### config.mk
export PLATFORM = sky130hd
export DESIGN_NAME = fifo_stream_reader
export DESIGN_NICKNAME = d
export VERILOG_FILES = /design/src/rtl/fifo_stream_reader.sv
export SDC_FILE = /design/constraint.sdc
export NUM_CORES = 1
export LEC_CHECK = 0
export BUFFER_PORTS_ARGS = -buffer_cell sky130_fd_sc_hd__clkbuf_2
export CAP_MARGIN = 20
export CORE_ASPECT_RATIO = 2
export CORE_MARGIN = 1.5
export CORE_UTILIZATION = 55
export DETAILED_ROUTE_END_ITERATION = 8
export GPL_ROUTABILITY_DRIVEN = 0
export HOLD_SLACK_MARGIN = 0.12
export PLACE_DENSITY = 0.76
export SYNTH_ARGS = -nofsm -noshare
export SYNTH_HDL_FRONTEND = slang
export SYNTH_SLANG_ARGS = --single-unit
export TNS_END_PERCENT = 50
### constraint.sdc
create_clock -name clk_200mhz -period 3 [get_ports clk_200mhz]
set_clock_uncertainty 0.05 [all_clocks]
set_input_delay 0.6 -clock clk_200mhz [delete_from_list [all_inputs] [get_ports clk_200mhz]]
set_output_delay 0.6 -clock clk_200mhz [all_outputs]
set_load 0.01 [all_outputs]
### src/rtl/fifo_stream_reader.sv
// Drains a CDC FIFO into a raster-tagged pixel stream through a 2-entry registered buffer.
// Handles FIFO read latency 0 (first-word fall-through) or 1 (standard).
module fifo_stream_reader #(
  parameter int DATA_W     = 8,
  parameter int IMG_W      = 640,
  parameter int IMG_H      = 480,
  parameter int RD_LATENCY = 1,
  parameter int STALL_W    = 16
) (
  input  logic               clk_200mhz,
  input  logic               reset_n,
  input  logic               enable,
  input  logic [DATA_W-1:0]  fifo_dout,
  input  logic               fifo_empty,
  output logic               fifo_rd_en,
  output logic [DATA_W-1:0]  pixel_out,
  output logic               valid_out,
  output logic               sof_out,
  output logic               eol_out,
  output logic               eof_out,
  input  logic               ready_in,
  output logic               frame_done,
  output logic [STALL_W-1:0] stall_cnt
);
  localparam int XW = (IMG_W > 1) ? $clog2(IMG_W) : 1;
  localparam int YW = (IMG_H > 1) ? $clog2(IMG_H) : 1;
  localparam logic [XW-1:0] X_LAST = XW'(IMG_W - 1);
  localparam logic [YW-1:0] Y_LAST = YW'(IMG_H - 1);

  logic [DATA_W-1:0]  buf0_q, buf0_d, buf1_q, buf1_d;
  logic [1:0]         count_q, count_d;
  logic               valid_q;
  logic               inflight_q;
  logic [XW-1:0]      x_q, x_d;
  logic [YW-1:0]      y_q, y_d;
  logic               frame_done_q;
  logic [STALL_W-1:0] stall_q;
  logic               xfer, push, at_eol, at_eof, at_origin;
  logic [2:0]         occ;

  assign xfer      = valid_q & ready_in;
  assign at_eol    = (x_q == X_LAST);
  assign at_eof    = at_eol & (y_q == Y_LAST);
  assign at_origin = (x_q == '0) & (y_q == '0);

  // Slots committed after this edge: buffered words plus the read still in flight.
  assign occ        = {1'b0, count_q} + {2'b00, inflight_q} - {2'b00, xfer};
  assign fifo_rd_en = enable & ~fifo_empty & (occ < 3'd2);
  assign push       = (RD_LATENCY == 0) ? fifo_rd_en : inflight_q;

  always_comb begin
    buf0_d  = buf0_q;
    buf1_d  = buf1_q;
    count_d = count_q;
    case ({push, xfer})
      2'b10: begin
        if (count_q == 2'd0) buf0_d = fifo_dout;
        else                 buf1_d = fifo_dout;
        count_d = count_q + 2'd1;
      end
      2'b01: begin
        if (count_q == 2'd2) buf0_d = buf1_q;
        count_d = count_q - 2'd1;
      end
      2'b11: begin
        if (count_q == 2'd1) begin
          buf0_d = fifo_dout;
        end else begin
          buf0_d = buf1_q;
          buf1_d = fifo_dout;
        end
      end
      default: ;
    endcase
  end

  always_comb begin
    x_d = x_q;
    y_d = y_q;
    if (xfer) begin
      x_d = at_eol ? '0 : x_q + XW'(1);
      if (at_eol) y_d = at_eof ? '0 : y_q + YW'(1);
    end
  end

  always_ff @(posedge clk_200mhz or negedge reset_n) begin
    if (!reset_n) begin
      buf0_q       <= '0;
      buf1_q       <= '0;
      count_q      <= 2'd0;
      valid_q      <= 1'b0;
      inflight_q   <= 1'b0;
      x_q          <= '0;
      y_q          <= '0;
      frame_done_q <= 1'b0;
      stall_q      <= '0;
    end else begin
      buf0_q       <= buf0_d;
      buf1_q       <= buf1_d;
      count_q      <= count_d;
      valid_q      <= (count_d != 2'd0);
      inflight_q   <= (RD_LATENCY == 1) ? fifo_rd_en : 1'b0;
      x_q          <= x_d;
      y_q          <= y_d;
      frame_done_q <= xfer & at_eof;
      // Only mid-frame starvation is interesting; idle between frames is not counted.
      if (ready_in & ~valid_q & ~at_origin & ~(&stall_q)) stall_q <= stall_q + STALL_W'(1);
    end
  end

  assign pixel_out  = buf0_q;
  assign valid_out  = valid_q;
  assign sof_out    = valid_q & at_origin;
  assign eol_out    = valid_q & at_eol;
  assign eof_out    = valid_q & at_eof;
  assign frame_done = frame_done_q;
  assign stall_cnt  = stall_q;

endmodule

=== Yosys cells after proc, flatten, opt, wreduce, memory -nomap -nowiden ===
Cells that the tools add are included.

* Bits in registers: 56
* Word-level logic and storage cells: 64

* Add/sub/neg operators: 7
* $lt $le $gt $ge: 1
* Equal/unequal tests: 11
* Mux-type cells: 10
* Bitwise gates (word level): 16
* Reductions and logical operators: 10

{| class="wikitable"
|+ Operators by type and width
! operator !! count
|-
| 2-to-1 mux 8 bit || 5
|-
| one-hot mux 8 bit (3 select lines) || 1
|-
| adder 16 x 1 -> 16 bit, second input constant || 1
|-
| one-hot mux 8 bit (2 select lines) || 1
|-
| AND reduction 16 bit || 1
|-
| bitwise AND 1 bit || 12
|-
| adder 10 x 1 -> 10 bit, second input constant || 1
|-
| == test 10 bit, second input constant || 1
|-
| zero test 10 bit || 1
|-
| 2-to-1 mux 10 bit || 1
|-
| adder 9 x 1 -> 9 bit, second input constant || 1
|-
| == test 9 bit, second input constant || 1
|-
| zero test 9 bit || 1
|-
| 2-to-1 mux 9 bit || 1
|-
| != test 2 bit, second input constant || 4
|-
| == test 2 bit, second input constant || 3
|-
| AND reduction 3 bit || 2
|-
| == test 2 x 1 -> 1 bit, second input constant || 2
|-
| NOT 1 bit || 4
|-
| one-hot mux 2 bit (2 select lines) || 1
|-
| nonzero test 2 bit || 2
|-
| adder 2 x 1 -> 3 bit || 1
|-
| < comparator 3 x 2 -> 1 bit, second input constant || 1
|-
| nonzero test 3 bit || 1
|-
| other kinds (5) || 5
|}

=== Longest topological paths before layout ===
Gate-level depths: netlist of run 1.

* Word-level depth: 5
* Gate-level depth with buffers: 9
* Mapped depth without buffers: 7

=== Worst setup path before layout of run 1 ===
Ideal clock, no wire load.

* Path kind: input to output
* Start point: in ready_in
* End point: out fifo_rd_en
* Arrival: 2.300 ns
* Path slack: 0.050 ns
* Cell stages on the path: 8
* Path buffers: 1
* Cell sequence: and2_1 -> buf_6 -> inv_4 -> ha_1 -> nand2b_1 -> fa_1 -> xor2_1 -> nor3_1

* Word-level cells in the longest chain between the ends: 4

{| class="wikitable"
|+ RTL lines
! item !! RTL line !! RTL
|-
| from (decl) || 21 || <nowiki>input logic ready_in,</nowiki>
|-
| bitwise AND 1 bit || 41 || <nowiki>assign xfer = valid_q & ready_in;</nowiki>
|-
| subtractor 3 x 1 -> 3 bit || 47 || <nowiki>assign occ = {1'b0, count_q} + {2'b00, inflight_q} - {2'b00, xfer};</nowiki>
|-
| < comparator 3 x 2 -> 1 bit || 48 || <nowiki>assign fifo_rd_en = enable & ~fifo_empty & (occ < 3'd2);</nowiki>
|-
| bitwise AND 1 bit || 48 ||
|-
| to (decl) || 15 || <nowiki>output logic fifo_rd_en,</nowiki>
|}

No other way between the ends.

=== Final worst setup path of run 1 ===
* Start point: reg valid_q, in the netlist valid_out
* End point: out fifo_rd_en

* Word-level cells in the longest chain between the ends: 4

{| class="wikitable"
|+ RTL lines
! item !! RTL line !! RTL
|-
| from (decl) || 32 || <nowiki>logic valid_q;</nowiki>
|-
| from (signal assigned) || 101 || <nowiki>valid_q <= (count_d != 2'd0);</nowiki>
|-
| bitwise AND 1 bit || 41 ||
|-
| subtractor 3 x 1 -> 3 bit || 47 ||
|-
| < comparator 3 x 2 -> 1 bit || 48 ||
|-
| bitwise AND 1 bit || 48 ||
|}

No other way between the ends.

==> results of run 1 <==
-- logic make-up after synthesis --
logic type | count (synthesis)
compound gates | 31
xor+xnor | 25
fa+ha+maj | 10
buf+inv | 17
flops | 56
mux | 19
simple gates | 114
-- cell usage after synthesis, types with 2 or more instances --
cell type | number | area [µm²]
sky130_fd_sc_hd__a21oi_1 | 4 | 20.0
sky130_fd_sc_hd__and2_1 | 2 | 12.5
sky130_fd_sc_hd__and3_1 | 5 | 31.3
sky130_fd_sc_hd__and4_1 | 2 | 17.5
sky130_fd_sc_hd__and4bb_2 | 2 | 25.0
sky130_fd_sc_hd__buf_4 | 2 | 15.0
sky130_fd_sc_hd__buf_6 | 4 | 45.0
sky130_fd_sc_hd__dfrtp_1 | 56 | 1400
sky130_fd_sc_hd__ha_1 | 9 | 113
sky130_fd_sc_hd__inv_1 | 9 | 33.8
sky130_fd_sc_hd__mux2_2 | 9 | 101
sky130_fd_sc_hd__mux2i_1 | 8 | 80.1
sky130_fd_sc_hd__nand2_1 | 34 | 128
sky130_fd_sc_hd__nand2b_1 | 2 | 12.5
sky130_fd_sc_hd__nand3_1 | 15 | 75.1
sky130_fd_sc_hd__nand4_1 | 4 | 25.0
sky130_fd_sc_hd__nor2_1 | 11 | 41.3
sky130_fd_sc_hd__nor2b_1 | 3 | 18.8
sky130_fd_sc_hd__nor3_1 | 7 | 35.0
sky130_fd_sc_hd__nor3_2 | 6 | 60.1
sky130_fd_sc_hd__nor3b_1 | 2 | 15.0
sky130_fd_sc_hd__nor4_1 | 4 | 25.0
sky130_fd_sc_hd__nor4_2 | 5 | 62.6
sky130_fd_sc_hd__o21ai_0 | 17 | 85.1
sky130_fd_sc_hd__o31ai_1 | 4 | 30.0
sky130_fd_sc_hd__xnor2_1 | 9 | 78.8
sky130_fd_sc_hd__xor2_1 | 16 | 140
-- where the power goes --
group	internal, mW	leakage [nW]	total (mW)	switching (mW)
sequential	0.956	0.722	1.14	0.187
clock	0.188	0.0445	0.436	0.248
combinational	0.393	0.872	0.844	0.451
-- area by class of cell --
type / instances / area, µm² / share of cell area [%]
Multi-Input combinational cell: 199 / 1480 / 43.8
Sequential cell: 56 / 1400 / 41.6
Clock inverter: 1 / 7.51 / 0.223
Timing Repair Buffer: 50 / 283 / 8.40
Inverter: 10 / 40.0 / 1.19
Tap cell: 58 / 72.6 / 2.16
Clock buffer: 7 / 86.3 / 2.57
-- worst register-to-register path, stage by stage (launching register included) --
cell	delay (ns)
sky130_fd_sc_hd__dfrtp_1	0.45
sky130_fd_sc_hd__ha_1	0.20
sky130_fd_sc_hd__nand3_1	0.16
sky130_fd_sc_hd__nand2b_4	0.22
sky130_fd_sc_hd__nor4_4	0.61
sky130_fd_sc_hd__buf_4	0.29
sky130_fd_sc_hd__nor4_2	0.07
sky130_fd_sc_hd__xor2_1	0.16
-- stage by stage --
stage,hold slack (ns),utilization [%],instances,worst slack [ns],cell area [µm²]
after CTS,0.254,64.7,381,0.0241,3360
after detailed placement,0.419,62.8,372,0.0511,3250
after global placement,0.411,62.8,372,0.0714,3250
after floorplan,0.254,-,272,0.0495,2970
final,0.246,64.9,381,0.150,3370
after global routing,0.283,64.9,381,0.00689,3370
-- per-layer routing --
metal	global-route usage [%]	share of wire (%)	wire, µm
met1	23.5	38	2170
met2	38.9	56	3200
met3	4.87	3.4	197
met4	9.58	2.5	143
met5	0	0	0
-- final timing paths --
kind | depth (start not counted) | slack, ns | from | to
hold reg to reg | 2 | 0.44 | pixel_out[3] | pixel_out[3]
min in group clk_200mhz | 2 | 0.39 | fifo_empty | inflight_q
hold / removal | 1 | 0.25 | reset_n | stall_cnt[11]
setup / recovery | 8 | 0.15 | valid_out | fifo_rd_en
setup reg to reg | 7 | 0.69 | stall_cnt[0] | stall_cnt[6]
max in group asynchronous | 2 | 2.06 | reset_n | inflight_q
-- registers in the layout (all words and copies together), names as in the netlist --
| signal | count |
|---|---|
| count_q | 2 |
| y_q | 9 |
| stall_cnt | 16 |
| valid_out | 1 |
| buf1_q | 8 |
| frame_done | 1 |
| x_q | 10 |
| inflight_q | 1 |
| pixel_out | 8 |
-- what timing repair did --
item,4_1_cts,5_1_grt
setup buffers,1,0
pin swaps,0,1
setup endpoints to repair,1,1
resized for setup,0,4
==> out/results.ini, run 1 <==
[detailed_routing]
first_pass_iters = 4
routedWlPerCell_um = 15.0
detail_route.vias_per_cell = 5.76
wl_mm = 5.72
vias = 2193
drtAntennaViolNets = 0
initialDrtViolationCount = 25
route.detailed.drc = 0

[setup_path]
crit_path_top_delay_cell = sky130_fd_sc_hd__dfrtp_1
worst-path-buf-inv = 2
worstSetupEndpointType = primary output
data_required_time_at_the_worst_endpoint_ns = 2.35
critical_path.cell_chain = and2_4, inv_4, ha_1, nand2b_1, fa_2, xor2_1, nor3_2, buf_2
cp-start-kind = register
critical_path_fanout_max = 2
cp_slowest_stage_delay_ns = 0.37
crit_type = register to primary output
cpLargestDelayFamily = adder cells
arrival_ns = 2.20

[run_status]
status = finished, final reports clean

[power_and_ir_drop]
power.leakage_nw = 1.64
powerDensity_nw_per_um2 = 720
fin_total_pwr_mw = 2.42
vdd.ir_drop.worst_mv = 0.610

[global_routing]
grt_max_degree = 32
grt-ovfl-total = 0
first_global_vias = 2188
gr-usage-all-layers_pct = 22.0
antenna_found_initial = 0
first_pass_grt_wire_length_mm = 9.45

[timing]
total_negative_slack_for_setup_checks_ns = 0
final.min_clock_period_ns = 2.85
timing_hold_violations_final = 0
max_freq_mhz = 351
slew-limit-headroom_pct = 55.6
grt_setup_unrepaired = false
count_of_endpoints_failing_setup_in_the_final_report = 0
final_min_period_over_clock_period_pct = 95.0
tightestPinTransition_ns = 0.666
slew_violations = 0

[floorplanning]
rows = 37
die_h_um = 107
floorplan.die_area_um2 = 5880
floorplan.initialDensity_pct = 57.3
core_region_area_um2 = 5180
die_width_um = 55.0
boundaryPins = 43

[final_layout]
most_common_cell_after_layout_fill_and_taps_aside = sky130_fd_sc_hd__dfrtp_1
insertedDiodeCount = 0
layout.cells.most_common_list = sky130_fd_sc_hd__dfrtp_1, sky130_fd_sc_hd__clkbuf_2, sky130_fd_sc_hd__nand2_1
fraction_of_layout_cells_with_a_size_suffix_above_1_pct = 29.4
filler_cell_count = 434
area.growth.synth_to_final_pct = 13.3
nets = 345

[yosys]
synth-edff-count = 0
synth_simple_gate_area_share_pct = 23.9
synth_warnings = 0
synth_fa_ha_area_share_pct = 4.46
synth-seq-cells = 56
syn-cell-area_um2 = 2970
synth_cell_types = 48
post_synth_xor_area_fraction_pct = 7.37
postSynthCellCount = 272
mappedNetlistNets = 295
synth_top_family_by_area = simple AND/OR/NAND/NOR gates
synth.area.mux_share_pct = 6.99
synth-seq-area-share_pct = 47.2
syn_area_per_cell_um2 = 10.9
synth-async-reset-ratio_pct = 100
synth_compound_gate_area_share_pct = 6.61
synth_top_flop_cell = sky130_fd_sc_hd__dfrtp_1

[clock_network]
clockRootBuffer = sky130_fd_sc_hd__clkbuf_8
number_of_hold_repair_buffers_added_at_the_cts_stage = 0
cts.reportedPaths.clkPinSlew_ns = 0.10
cts_num_sinks = 56
clock_insertion_delay_worst_skew_ns = 0.31
htreeDepth = 2
tritoncts = yes
cts_inserted_buffers = 5
clock_path_buffers = 2

[place]
hpwl_mm = 4.29
buffer_ports.inserted = 42

[hold_path]
holdCritPathClass = input port to asynchronous set/reset pin

[job]
max_cap_check_violation_count = 0

No activity file was read; power rests on OpenSTA's default activity.
==> run 2, diff against run 1 <==
CTS_BUF_LIST = sky130_fd_sc_hd__clkbuf_2   (was unset)
==> out/results.ini, run 2 (same netlist as run 1, synthesis figures left out) <==
[run_status]
status = complete, but fails checks
violated_checks = setup timing

[final_layout]
most_common_cell_after_layout_fill_and_taps_aside = sky130_fd_sc_hd__dfrtp_1
largest_register_ff_count = 16
area.growth.synth_to_final_pct = 14.6
ff_latch_area_um2 = 1400
multiInputGateArea_um2 = 1510
nets = 352
fraction_of_layout_cells_with_a_size_suffix_above_1_pct = 31.8
finish.instance_area_um2 = 3400
layout.cells.most_common_list = sky130_fd_sc_hd__dfrtp_1, sky130_fd_sc_hd__clkbuf_2, sky130_fd_sc_hd__nand2_1
finish.cell_count_without_fillers = 389
filler_cell_count = 432

[floorplanning]
floorplan.initialDensity_pct = 57.3
die_h_um = 107
floorplan.die_area_um2 = 5880
rows = 37
core_region_area_um2 = 5180
boundaryPins = 43
die_width_um = 55.0

[global_routing]
grt-ovfl-total = 0
first_pass_grt_wire_length_mm = 9.65
global_route.usage.met3_pct = 4.46
grt_most_used_layer = met2
first_global_vias = 2234
antenna_found_initial = 1
grt_max_degree = 32
gr-usage-all-layers_pct = 22.6
global_route.usage.met1_pct = 25.0
met2_usage_pct = 38.8

[timing]
tightestPinTransition_ns = 0.666
slew-limit-headroom_pct = 55.6
max_freq_mhz = 329
grt_setup_unrepaired = true
timing_hold_violations_final = 0
postLayoutSetupSlackWorst_ns = -0.0395
count_of_endpoints_failing_setup_in_the_final_report = 1
worst_hold_slack_ns = 0.299
final_min_period_over_clock_period_pct = 101
final.min_clock_period_ns = 3.04
slew_violations = 0
total_negative_slack_for_setup_checks_ns = -0.0395

[power_and_ir_drop]
power_dissipated_by_switching_net_loads_mw = 0.913
internal_power_mw = 1.46
seq_power_share_pct = 48.5
power.share.clock_pct = 12.5
comb_power_share_pct = 39.0
power_switching_share_pct = 38.5
power.leakage_nw = 1.67
fin_total_pwr_mw = 2.37
powerDensity_nw_per_um2 = 697
vdd.ir_drop.worst_mv = 0.518

[setup_path]
r2r_slack_ns = 0.60
worstSetupEndpointType = primary output
cp-start-kind = register
critical_path_fanout_max = 2
data_required_time_at_the_worst_endpoint_ns = 2.35
crit_type = register to primary output
arrival_ns = 2.39

[clock_network]
tritoncts = yes
clock_insertion_delay_worst_skew_ns = 0.47
htreeDepth = 2
cts.reportedPaths.clkPinSlew_ns = 0.27
cts_num_sinks = 56
clock_path_buffers = 2
clockRootBuffer = sky130_fd_sc_hd__clkbuf_2
cts_inserted_buffers = 5

[detailed_routing]
wl_mm = 5.92
first_pass_iters = 4
initialDrtViolationCount = 49
drtAntennaViolNets = 0
vias = 2217
detail_route.vias_per_cell = 5.70
routedWlPerCell_um = 15.2
route.detailed.drc = 0

[place]
buffer_ports.inserted = 42
place.detailed.instances = 372
hpwl_mm = 4.29
detailed_place.area_um2 = 3250

[hold_path]
holdCritPathClass = input port to register

[job]
max_cap_check_violation_count = 0

run 2: changes by cell type in the layout (fill, tap and decap cells not counted), sizes merged:
cell | before | now
diode | 0 | 1
clkbuf | 48 | 47
dlygate4sd3 | 0 | 1
buf | 9 | 15
clkinv | 0 | 1
run 2: layout make-up:
type | instances | area share, %
multi-input cells | 199 | 44.3
flip-flops and latches | 56 | 41.2
repair buffers | 57 | 9.92
well taps | 58 | 2.13
inverters | 10 | 1.18
clock buffers | 6 | 0.882
clock inverters | 2 | 0.331
diodes | 1 | 0.0735
run 2: final timing paths:
kind | startpoint | to | depth (start not counted)
worst max-delay path | valid_out | fifo_rd_en | 8
worst min-delay path | fifo_dout[3] | buf1_q[3] | 2
worst max register to register | valid_out | inflight_q | 12
worst min register to register | stall_cnt[15] | stall_cnt[15] | 1
max in group asynchronous | reset_n | buf1_q[6] | 3
min in group asynchronous | reset_n | stall_cnt[11] | 2
run 2: power groups by stage:
stage / clock, mW / sequential, mW / combinational (mW)
6_report: 0.297 / 1.15 / 0.925
5_1_grt: 0.334 / 1.18 / 1.04
4_1_cts: 0.311 / 1.15 / 0.896
3_5_place_dp: 0 / 1.16 / 0.827
3_3_place_gp: 0 / 1.15 / 0.791
2_1_floorplan: 0 / 1.16 / 0.549
run 2: what timing repair did:
item | CTS | global route
hold buffers | 1 | 0
buffers inserted | 6 | 1
resized for setup | 5 | 4
endpoints found under the hold margin | 25 | 0
pin swaps | 3 | 3
setup endpoints to repair | 1 | 2
gates cloned | 0 | 0
run 2: through the flow:
| step | setup slack, ns | util (%) |
|---|---|---|
| 3_3_place_gp | 0.0714 | 62.8 |
| 2_1_floorplan | 0.0495 | - |
| 5_1_grt | -0.167 | 65.7 |
| 4_1_cts | -0.0271 | 65.2 |
| 3_5_place_dp | 0.0511 | 62.8 |
| 6_report | -0.0395 | 65.7 |
run 2: layer usage:
layer  routed length, µm  up-vias
met3                 200       14
li1                    -     1067
met1                2270     1077
met5                   0        -
met2                3280       59
met4                 176        0
run 2: worst max-delay path, cell delays in order, from the launching register on:
cell,delay [ns]
sky130_fd_sc_hd__dfrtp_1,0.45
sky130_fd_sc_hd__and2_4,0.17
sky130_fd_sc_hd__inv_4,0.06
sky130_fd_sc_hd__ha_4,0.19
sky130_fd_sc_hd__nand2b_4,0.14
sky130_fd_sc_hd__fa_2,0.55
sky130_fd_sc_hd__nand2_2,0.06
sky130_fd_sc_hd__nor3_4,0.16
sky130_fd_sc_hd__buf_2,0.15
==> run 3, diff against run 2 <==
ABC_AREA = 1   (was unset)
PLACE_DENSITY = 0.75   (was 0.76)
==> out/results.ini, run 3 <==
[hold_path]
holdCritPathClass = input port to register

[run_status]
status = finished, final reports clean

[yosys]
synth_cell_types = 30
mappedNetlistNets = 469
synth-seq-cells = 56
synth-edff-count = 0
synth_compound_gate_area_share_pct = 5.98
post_synth_xor_area_fraction_pct = 4.48
synth_top_family_by_area = simple AND/OR/NAND/NOR gates
synth.area.top_cells = sky130_fd_sc_hd__dfrtp_1, sky130_fd_sc_hd__nand2_1, sky130_fd_sc_hd__inv_1, sky130_fd_sc_hd__nor2_1, sky130_fd_sc_hd__nand3_1
synth_warnings = 0
postSynthCellCount = 446
synth_top_cells_by_count = sky130_fd_sc_hd__nand2_1, sky130_fd_sc_hd__dfrtp_1, sky130_fd_sc_hd__inv_1, sky130_fd_sc_hd__nor2_1, sky130_fd_sc_hd__nand3_1
synth_top_flop_cell = sky130_fd_sc_hd__dfrtp_1
syn_area_per_cell_um2 = 7.45
post-synth-top-area-fraction_pct = 42.2
synth.area.mux_share_pct = 0
syn-cell-area_um2 = 3320
synth_simple_gate_area_share_pct = 35.9
synth_fa_ha_area_share_pct = 3.99
synthMostInstantiatedCell = sky130_fd_sc_hd__nand2_1
synthDominantAreaCellType = sky130_fd_sc_hd__dfrtp_1
synth-async-reset-ratio_pct = 100
synth-seq-area-share_pct = 42.2

[final_layout]
largest_register_ff_count = 16
filler_cell_count = 534
fraction_of_layout_cells_with_a_size_suffix_above_1_pct = 16.1
most_common_cell_after_layout_fill_and_taps_aside = sky130_fd_sc_hd__nand2_1
nets = 519
area.growth.synth_to_final_pct = 11.6
layout.cells.most_common_list = sky130_fd_sc_hd__nand2_1, sky130_fd_sc_hd__dfrtp_1, sky130_fd_sc_hd__inv_1
insertedDiodeCount = 0
finish.cell_count_without_fillers = 558

[timing]
grt_setup_unrepaired = true
final_min_period_over_clock_period_pct = 97.6
total_negative_slack_for_setup_checks_ns = 0
slew-limit-headroom_pct = 66.5
timing_hold_violations_final = 0
slew_violations = 0
tightestPinTransition_ns = 0.503
final.min_clock_period_ns = 2.93
count_of_endpoints_failing_setup_in_the_final_report = 0
max_freq_mhz = 341

[clock_network]
cts_inserted_buffers = 5
clockRootBuffer = sky130_fd_sc_hd__clkbuf_2
clock_insertion_delay_worst_skew_ns = 0.49
cts.reportedPaths.clkPinSlew_ns = 0.29
clock_path_buffers = 2
tritoncts = yes
htreeDepth = 2
cts_num_sinks = 56

[power_and_ir_drop]
internal_power_mw = 1.41
comb_power_share_pct = 40.7
power_switching_share_pct = 43.2
powerDensity_nw_per_um2 = 670
seq_power_share_pct = 46.1
power_dissipated_by_switching_net_loads_mw = 1.07
power.leakage_nw = 1.95
fin_total_pwr_mw = 2.48
vdd.ir_drop.worst_mv = 0.592
power.share.clock_pct = 13.2

[setup_path]
worstSetupEndpointType = primary output
critical_path_fanout_max = 3
cp-start-kind = register
data_required_time_at_the_worst_endpoint_ns = 2.35
arrival_ns = 2.28
crit_type = register to primary output

[floorplanning]
floorplan.die_area_um2 = 6550
rows = 39
boundaryPins = 43
die_width_um = 58.0
die_h_um = 113
core_region_area_um2 = 5760
floorplan.initialDensity_pct = 57.7

[detailed_routing]
detail_route.vias_per_cell = 5.31
route.detailed.drc = 0
highest-signal-layer = met4
first_pass_iters = 8
met3WireLength_um = 250
drtAntennaViolNets = 0
wl_mm = 7.21
drt-met1-wl_mm = 2.90
routedWlPerCell_um = 12.9
vias = 2961
initialDrtViolationCount = 115
met2_length_mm = 3.88

[place]
buffer_ports.inserted = 42
place.detailed.instances = 546
hpwl_mm = 5.58

[global_routing]
gr-usage-all-layers_pct = 24.0
first_global_vias = 2872
antenna_found_initial = 0
first_pass_grt_wire_length_mm = 12.4
grt_max_degree = 22
grt-ovfl-total = 0

[job]
max_cap_check_violation_count = 0

## run 3: worst max-delay path: stages (launching register included)
cell	delay (ns)
sky130_fd_sc_hd__dfrtp_1	0.46
sky130_fd_sc_hd__nand2_2	0.12
sky130_fd_sc_hd__ha_4	0.22
sky130_fd_sc_hd__inv_4	0.07
sky130_fd_sc_hd__nand2_4	0.04
sky130_fd_sc_hd__fa_1	0.50
sky130_fd_sc_hd__nand2_1	0.06
sky130_fd_sc_hd__nor3_2	0.17
sky130_fd_sc_hd__buf_2	0.16
## run 3: power groups by stage
stage | clock network (mW) | registers (mW) | logic (mW)
global route | 0.365 | 1.18 | 1.16
finish | 0.328 | 1.15 | 1.01
floorplan | 0 | 1.16 | 0.649
CTS | 0.340 | 1.14 | 1.00
global placement | 0 | 1.15 | 0.915
detailed placement | 0 | 1.16 | 0.948
## run 3: path summary, 6_finish.rpt
kind	start	to	slack, ns	cells past startpoint
min in group asynchronous	reset_n	stall_cnt[11]	0.49	2
max in group asynchronous	reset_n	pixel_out[3]	1.79	3
hold / removal	fifo_empty	inflight_q	0.19	2
setup / recovery	valid_out	fifo_rd_en	0.07	8
setup reg to reg	valid_out	stall_cnt[10]	1.13	7
hold reg to reg	buf1_q[4]	buf1_q[4]	0.47	2
## run 3: cells by family (layout without fill, tap and decap cells)
family / Yosys count / count (layout)
AOI/OAI and AO/OA: 35 / 35
xor gates and xnor gates: 17 / 17
buffers and inverters: 62 / 113
adders and majority gates: 10 / 10
and+or+nand+nor: 266 / 266
DFF: 56 / 56
## run 3: per-layer routing
layer / track usage [%] / up-vias
li1: - / 1505
met1: 26.7 / 1378
met2: 43.1 / 63
met3: 4.80 / 15
met4: 9.61 / 0
met5: 0 / -
## run 3: metrics by stage
stage	setup slack, ns	hold WS (ns)	utilization, %	cell area (µm²)
after floorplan	0.281	0.254	-	3320
after global placement	0.148	0.406	62.5	3600
after detailed placement	0.0742	0.413	62.5	3600
after CTS	-0.00172	0.156	64.1	3690
after global routing	-0.0810	0.127	64.5	3710
final	0.0714	0.189	64.5	3710
## run 3: final cells by class
cell class	instances	area, µm²	area share (%)
Clock inverter	3	25.0	0.674
Sequential cell	56	1400	37.8
Timing Repair Buffer	50	273	7.35
Inverter	55	209	5.63
Tap cell	61	76.3	2.06
Clock buffer	5	25.0	0.674
Multi-Input combinational cell	328	1700	45.9
## run 3: timing repair
| action | 4_1_cts | 5_1_grt |
|---|---|---|
| pin swaps | 5 | 5 |
| gates resized for setup | 6 | 2 |
| endpoints found under the setup margin | 1 | 1 |
| hold endpoints to repair | 16 | 0 |
| buffers inserted | 1 | 2 |
| hold buffers | 1 | 0 |
